## src/rtl/dmem_access_ctrl.sv

```systemverilog
// Data-memory access sequencer: one load/store in flight, RISC-V lane steering and load extension.
// Optional misalignment trap is enabled with `define DMEM_MISALIGN_TRAP_EN.
module dmem_access_ctrl #(
    parameter int ACK_TIMEOUT = 15
) (
    input  logic        clk,
    input  logic        reset,
    input  logic        MemRead_MEM,
    input  logic        MemWrite_MEM,
    input  logic [2:0]  FUNCT3_MEM,
    input  logic [31:0] ALU_OUT_MEM,
    input  logic [31:0] REG_DATA2_MEM,
    output logic        mem_req,
    output logic        mem_we,
    output logic [31:0] mem_addr,
    output logic [31:0] mem_wdata,
    output logic [3:0]  mem_be,
    input  logic        mem_ack,
    input  logic [31:0] mem_rdata,
    output logic        STALL_MEM,
    output logic [31:0] LOAD_DATA_MEM,
    output logic        ACCESS_ERR_MEM
);
    typedef enum logic [1:0] {IDLE, REQ, DONE} state_t;

    localparam logic [3:0] CNT_LAST = 4'(ACK_TIMEOUT - 1);

    state_t      state_reg, state_next;
    logic [3:0]  cnt_reg, cnt_next;
    logic [31:0] addr_reg, wdata_reg, load_reg;
    logic [3:0]  be_reg;
    logic [2:0]  f3_reg;
    logic [1:0]  lo_reg;
    logic        we_reg, err_reg;

    logic        req_in, is_byte, is_half, latch, ack_take, fault;
    logic [31:0] wdata_in, ext_data;
    logic [3:0]  be_in;
    logic [7:0]  byte_sel;
    logic [15:0] half_sel;
    logic [7:0]  lane [4];

    assign req_in = MemRead_MEM | MemWrite_MEM;

    // Stores only know SB/SH/word; loads also decode the unsigned byte/half codes.
    always_comb begin
        is_byte  = MemWrite_MEM ? (FUNCT3_MEM == 3'b000) : (FUNCT3_MEM[1:0] == 2'b00);
        is_half  = MemWrite_MEM ? (FUNCT3_MEM == 3'b001) : (FUNCT3_MEM[1:0] == 2'b01);
        wdata_in = REG_DATA2_MEM;
        be_in    = 4'b1111;
        if (MemWrite_MEM && is_byte) begin
            wdata_in = {4{REG_DATA2_MEM[7:0]}};
            be_in    = 4'b0001 << ALU_OUT_MEM[1:0];
        end else if (MemWrite_MEM && is_half) begin
            wdata_in = {2{REG_DATA2_MEM[15:0]}};
            be_in    = 4'b0011 << {ALU_OUT_MEM[1], 1'b0};
        end
    end

`ifdef DMEM_MISALIGN_TRAP_EN
    logic misaligned;
    assign misaligned = is_half ? ALU_OUT_MEM[0] : (!is_byte && (ALU_OUT_MEM[1:0] != 2'b00));
`endif

    genvar gi;
    generate
        for (gi = 0; gi < 4; gi++) begin : g_lane
            assign lane[gi] = mem_rdata[8*gi +: 8];
        end
    endgenerate

    always_comb begin
        byte_sel = lane[lo_reg];
        half_sel = lo_reg[1] ? mem_rdata[31:16] : mem_rdata[15:0];
        case (f3_reg)
            3'b000:  ext_data = {{24{byte_sel[7]}}, byte_sel};
            3'b100:  ext_data = {24'd0, byte_sel};
            3'b001:  ext_data = {{16{half_sel[15]}}, half_sel};
            3'b101:  ext_data = {16'd0, half_sel};
            default: ext_data = mem_rdata;
        endcase
    end

    always_comb begin
        state_next = state_reg;
        cnt_next   = cnt_reg;
        STALL_MEM  = 1'b0;
        latch      = 1'b0;
        ack_take   = 1'b0;
        fault      = 1'b0;
        case (state_reg)
            IDLE: begin
                if (req_in) begin
                    STALL_MEM = 1'b1;
                    latch     = 1'b1;
`ifdef DMEM_MISALIGN_TRAP_EN
                    if (misaligned) begin
                        fault      = 1'b1;
                        state_next = DONE;
                    end else begin
                        state_next = REQ;
                        cnt_next   = 4'd0;
                    end
`else
                    state_next = REQ;
                    cnt_next   = 4'd0;
`endif
                end
            end
            REQ: begin
                STALL_MEM = 1'b1;
                if (mem_ack) begin
                    ack_take   = 1'b1;
                    state_next = DONE;
                end else if (cnt_reg == CNT_LAST) begin
                    fault      = 1'b1;
                    state_next = DONE;
                end else begin
                    cnt_next = cnt_reg + 4'd1;
                end
            end
            default: state_next = IDLE;
        endcase
    end

    always_ff @(posedge clk) begin
        if (reset) begin
            state_reg <= IDLE;
            cnt_reg   <= 4'd0;
            addr_reg  <= 32'd0;
            wdata_reg <= 32'd0;
            load_reg  <= 32'd0;
            be_reg    <= 4'd0;
            f3_reg    <= 3'd0;
            lo_reg    <= 2'd0;
            we_reg    <= 1'b0;
            err_reg   <= 1'b0;
        end else begin
            state_reg <= state_next;
            cnt_reg   <= cnt_next;
            err_reg   <= fault;
            if (latch) begin
                addr_reg  <= {ALU_OUT_MEM[31:2], 2'b00};
                wdata_reg <= wdata_in;
                be_reg    <= be_in;
                f3_reg    <= FUNCT3_MEM;
                lo_reg    <= ALU_OUT_MEM[1:0];
                we_reg    <= MemWrite_MEM;
            end
            // Abandoned accesses return zero so a stale value never masquerades as a result.
            if (fault) begin
                load_reg <= 32'd0;
            end else if (ack_take && !we_reg) begin
                load_reg <= ext_data;
            end
        end
    end

    assign mem_req        = (state_reg == REQ);
    assign mem_we         = (state_reg == REQ) && we_reg;
    assign mem_addr       = addr_reg;
    assign mem_wdata      = wdata_reg;
    assign mem_be         = be_reg;
    assign LOAD_DATA_MEM  = load_reg;
    assign ACCESS_ERR_MEM = err_reg;
endmodule

```

## config.mk

```make
export PLATFORM = sky130hd
export DESIGN_NAME = dmem_access_ctrl
export DESIGN_NICKNAME = d
export VERILOG_FILES = /design/src/rtl/dmem_access_ctrl.sv
export SDC_FILE = /design/constraint.sdc
export NUM_CORES = 1
export LEC_CHECK = 0
export CORE_MARGIN = 2
export CORE_UTILIZATION = 39
export CTS_CLUSTER_SIZE = 10
export DETAILED_ROUTE_END_ITERATION = 8
export GPL_ROUTABILITY_DRIVEN = 1
export PLACE_DENSITY_LB_ADDON = 0.15
export SLEW_MARGIN = 20
export SYNTH_ARGS = -nofsm -noshare
export SYNTH_HDL_FRONTEND = slang
export SYNTH_SLANG_ARGS = --single-unit
```

## constraint.sdc

```tcl
create_clock -name clk -period 2.3 [get_ports clk]
set_clock_uncertainty 0.05 [all_clocks]
set_input_delay 0.46 -clock clk [delete_from_list [all_inputs] [get_ports clk]]
set_output_delay 0.46 -clock clk [all_outputs]
set_load 0.01 [all_outputs]
```

=== Word-level counts from Yosys, hierarchy flattened ===
Cells that the tools add are included.

* Bits in registers: 111
* Input port bits: 104
* Logic and storage cells: 67

* $add $sub $neg: 1
* Order comparisons: 1
* Equal/unequal tests: 11
* Shifts and indexed selects: 2
* Muxes and demuxes: 27
* Bitwise gates (word level): 2
* Reduce and logical (&&, ||, !) cells: 13

{| class="wikitable"
|+ Operator list
! operator !! number
|-
| $pmux W32 S4 || 1
|-
| $mux W32 || 2
|-
| $mux W4 || 5
|-
| $bmux W8 S2 || 1
|-
| $mux W16 || 1
|-
| $mux W8 || 2
|-
| $mux W1 || 9
|-
| $pmux W4 S2 || 1
|-
| $eq A3 B1 Y1 const B || 2
|-
| $eq A3 B3 Y1 const B || 2
|-
| $logic_not A3 Y1 || 2
|-
| $mux W2 || 3
|-
| $ne A2 B2 Y1 const B || 3
|-
| $add A4 B1 Y4 const B || 1
|-
| $eq A2 B1 Y1 const B || 2
|-
| $eq A4 B4 Y1 const B || 1
|-
| $logic_and A1 B1 Y1 || 4
|-
| $logic_not A2 Y1 || 2
|-
| $pmux W2 S2 || 1
|-
| $reduce_and A4 Y1 || 1
|-
| $shl A1 B2 Y4 const A || 1
|-
| $shl A2 B2 Y4 const A || 1
|-
| $ge A3 B3 Y1 const B || 1
|-
| $ne A3 B1 Y1 const B || 1
|-
| other kinds (7) || 7
|}

=== Depth between registers and ports, before layout ===
* Word-level depth: 5
* Gate-level depth with buffers: 8
* Depth with buffers taken out: 6

=== Worst setup path before layout ===
OpenSTA, ideal clock, no wires.

* Kind: input -> register
* Start: input port mem_rdata[31]
* End: register load_reg[15], in the netlist LOAD_DATA_MEM[15]
* Setup time: 0.115 ns
* Arrival: 1.592 ns
* Data required time: 2.135 ns
* Path slack: 0.543 ns
* Stages on the path: 4
* Buffers on the path: 0
* Cell sequence: mux4_2 -> nor2b_4 -> o41ai_4 -> o21ba_1

* Word-level cells in the longest chain between the ends: 4

{| class="wikitable"
|+ RTL lines
! element !! line !! source
|-
| start: declaration || 19 || <nowiki>input logic [31:0] mem_rdata,</nowiki>
|-
| $bmux W8 S2 || 73 || <nowiki>byte_sel = lane[lo_reg];</nowiki>
|-
| $mux W8 (implied by the code) (2 in a row) || 73 ||
|-
| $pmux W32 S4 (*) || 75 || <nowiki>case (f3_reg)</nowiki>
|-
| end signal: assignment || 154 || <nowiki>load_reg <= ext_data;</nowiki>
|-
| end: declaration || 30 || <nowiki>logic [31:0] addr_reg, wdata_reg, load_reg;</nowiki>
|}

Every way passes the cells marked *; elsewhere a longest branch is shown, timed or not. The select of a mux whose other input is x is not followed.
A chain may end at the register's enable or synchronous reset.

=== Worst setup path in the final report ===
* Start: register state_reg[1]
* End: output port mem_we

* Word-level cells in the longest chain between the ends: 2

{| class="wikitable"
|+ RTL lines
! element !! line !! source
|-
| start: declaration || 28 || <nowiki>state_t state_reg, state_next;</nowiki>
|-
| start signal: assignment || 139 || <nowiki>state_reg <= state_next;</nowiki>
|-
| $eq A2 B1 Y1 || 160 || <nowiki>assign mem_we = (state_reg == REQ) && we_reg;</nowiki>
|-
| $logic_and A1 B1 Y1 || 160 ||
|-
| end: declaration || 14 || <nowiki>output logic mem_we,</nowiki>
|}

Every way passes these cells.

==> results.md <==
- Pwr Density: 646 nW/µm²
- Die H: between 100 and 150 µm
- Leak: ~2.8 nW
- Setup TNS: 0 ps
- Final hold viol count: 0
- DIE AREA: between 10000 and 15000 µm²
- IO Count: around 210
- Final WS setup: 127 ps
- Mapped Area: ~4900 µm²
- Power share of the clock group: slightly below 30%
- YS warnings: 0
- Slew @ Worst Pin: roughly 830 ps
- Initial Util: between 40 and 50%
- Root buffer cell: clkbuf_16
- CTS buffer count: 9
- Setup bufs post-CTS: 0
- Residual DRC count: 0
- Storage element area: approximately 2200 µm²
- Int Pwr: 3.47 mW
- RePlAce Congestion: between 0.8 and 0.9
- Vias in the first global route: 4850
- Clock slew at reported path FFs: ~70 ps
- Cts hold-fix bufs: 0
- Finish-stage setup viols: 0
- Max-cap violation count: 0
- Unrepaired setup endpoints after global routing: no
- Unique masters post-synth: 53
- Crit-path slowest cell: clkdlybuf4s50_1
- Total number of vias: about 5000
- Post-DP HPWL: between 10000 and 15000 µm
- Sw Share: 28.1%
- Die width: 116 µm
- Slew Limit Fails: 0
- First-pass iteration count of the detailed router: 5
- WL/cell: 15.9 µm
- Final min period: about 2200 ps
- Share of cells above drive strength 1: about 7%
- Global-route wire length before repair: ~24000 µm
- Gr ovfl total: 0
- Gate power share: around a quarter
- Post-place setup slack: -22.3 ps
- Period utilization: 94.5%
- Sw power: 1.36 mW
- Area Growth Syn to Fin: 53.1%
- Status: completed
- Clock buffer depth: 2
- Power Total: 4.83 mW
- Worst VDD drop: between 0.4 and 0.5 mV
- Routed Antenna Nets: 0
- Arrival @ worst endpoint: roughly 1700 ps
- Placed instance area: 7200 µm²
- CP Capture Type: primary output
- Setup CP Type: reg -> out
- Seq/Total Area, Yosys: 45.6%
- Main synth FF type: dfxtp_1
- H-Tree Depth: 3
- Critical Path RT: roughly 1800 ps
- Post-Synthesis Cells: between 500 and 600
- Fmax: roughly 0.46 GHz
- EDFF count, synth: 0
- Most frequent cells in the layout: 203 x clkdlybuf4s50_1, 134 x nand2_1, 111 x dfxtp_1, 84 x a21oi_1, 32 x nor2_1
- CP max FO: 6
- Synth async-reset ratio: 0%
- Clk sink count: approximately 110
- Core Area: 12100 µm²
- Slew headroom: 44.8%
- Avg Inst Size Synth: between 8 and 9 µm²
- Routed vias/inst: approximately 5.1
- Final Cell Area: approximately 7500 µm²
- CP Cell Sequence: nand2b_1 -> inv_1 -> and2_1 -> clkdlybuf4s50_1
- Filler Cells Inserted: 1079
- Critical Path Max Stage Delay: 470 ps
- Multi-input gate area: 2420 µm²
- I/O Buffers: roughly 200
- Clock latency on the worst-skew pair: 350 ps
- Largest net degree at the start of global routing: 77
- Most common cell after layout, fill and taps aside: clkdlybuf4s50_1
- Std-Cell Rows: 40
- Antenna violations before repair: 0
- Initial DRC count: 320
- GRT Overall Usage: a little under a quarter
- TritonCTS clock tree: yes
- Hold crit path type: reg -> reg
- Startpoint class of the critical path: flip-flop
- Post-layout util: a little over 60%
- WL final: 15400 µm
- FF+latch count, synth: between 100 and 150
- Sequential share of power: between 40% and 50%
- Nets: around 900
==> area by class of cell <==
| cell class | count | area share [%] |
|---|---|---|
| multi-input combinational | 427 | 32.4 |
| timing repair buffer | 237 | 31.1 |
| sequential | 111 | 29.8 |
| clock buffer | 13 | 3.22 |
| tap | 168 | 2.82 |
| inverter | 7 | 0.352 |
| clock inverter | 3 | 0.268 |
| antenna | 1 | 0.0335 |
==> power groups by stage <==
stage                     sequential [mW]  combinational [mW]  clock (mW)
after floorplan                      2.27               0.487           0
after global placement               2.22                1.20           0
after detailed placement             2.22                1.22           0
after CTS                            2.18                1.22        1.47
after global routing                 2.20                1.33        1.56
final                                2.18                1.22        1.43
==> worst max-delay path, delay by kind of cell, from the launching register on <==
family                 cells  cell delay, ps
buffers and inverters      2             540
DFF                        1             450
and+or+nand+nor            2             330
==> cells in the mapped netlist, drive strengths merged (3+ instances only) <==
cell type / count / area, µm²
a31o: 3 / 26.3
o31ai: 4 / 30.0
a32o: 3 / 30.0
a211oi: 28 / 210
nor3: 4 / 20.0
o21bai: 3 / 22.5
mux2i: 30 / 300
nor2: 32 / 120
nand2: 135 / 507
and2: 5 / 31.3
inv: 6 / 22.5
nor2b: 4 / 32.5
nand2b: 3 / 18.8
nand3: 9 / 45.0
o21ai: 30 / 150
a21oi: 84 / 420
dfxtp: 111 / 2220
buf: 21 / 119
o211ai: 8 / 60.1
nand3b: 7 / 52.6
clkbuf: 31 / 116
==> stage by stage <==
stage	hold WS (ps)	instances
after floorplan	396	597
final	406	967
after global placement	392	950
after CTS	406	966
after detailed placement	398	950
after global routing	423	966
==> cell families after synthesis <==
family                   Yosys count  share of synthesized area (%)
AND/OR/NAND/NOR                  212                           19.1
AO/OA/AOI/OAI                    180                           22.8
flip-flops                       111                           45.6
buffers and inverters             59                           5.36
multiplexers                      31                           6.62
adder cells (fa/ha/maj)            2                          0.513
other                              1                         0.0769
==> path summary, 6_finish.rpt <==
path                      from          endpoint  slack [ps]  cells after the start
hold / removal    mem_addr[28]      mem_addr[28]         410                      2
setup / recovery  state_reg[1]            mem_we         130                      4
hold reg to reg   mem_addr[28]      mem_addr[28]         410                      2
setup reg to reg    cnt_reg[0]  LOAD_DATA_MEM[4]         290                      7
==> per-layer routing <==
| metal | part of all wire, % | GRT usage (%) |
|---|---|---|
| met4 | 2.2 | 8.65 |
| met2 | 47 | 37.5 |
| met5 | 0 | 0 |
| met3 | 8.8 | 7.48 |
| met1 | 42 | 28.0 |
==> repair_timing <==
action,CTS,global route
endpoints found under the setup margin,1,0
hold endpoints to repair,0,0
gates resized for setup,1,0
No activity file was read; power rests on OpenSTA's default activity.
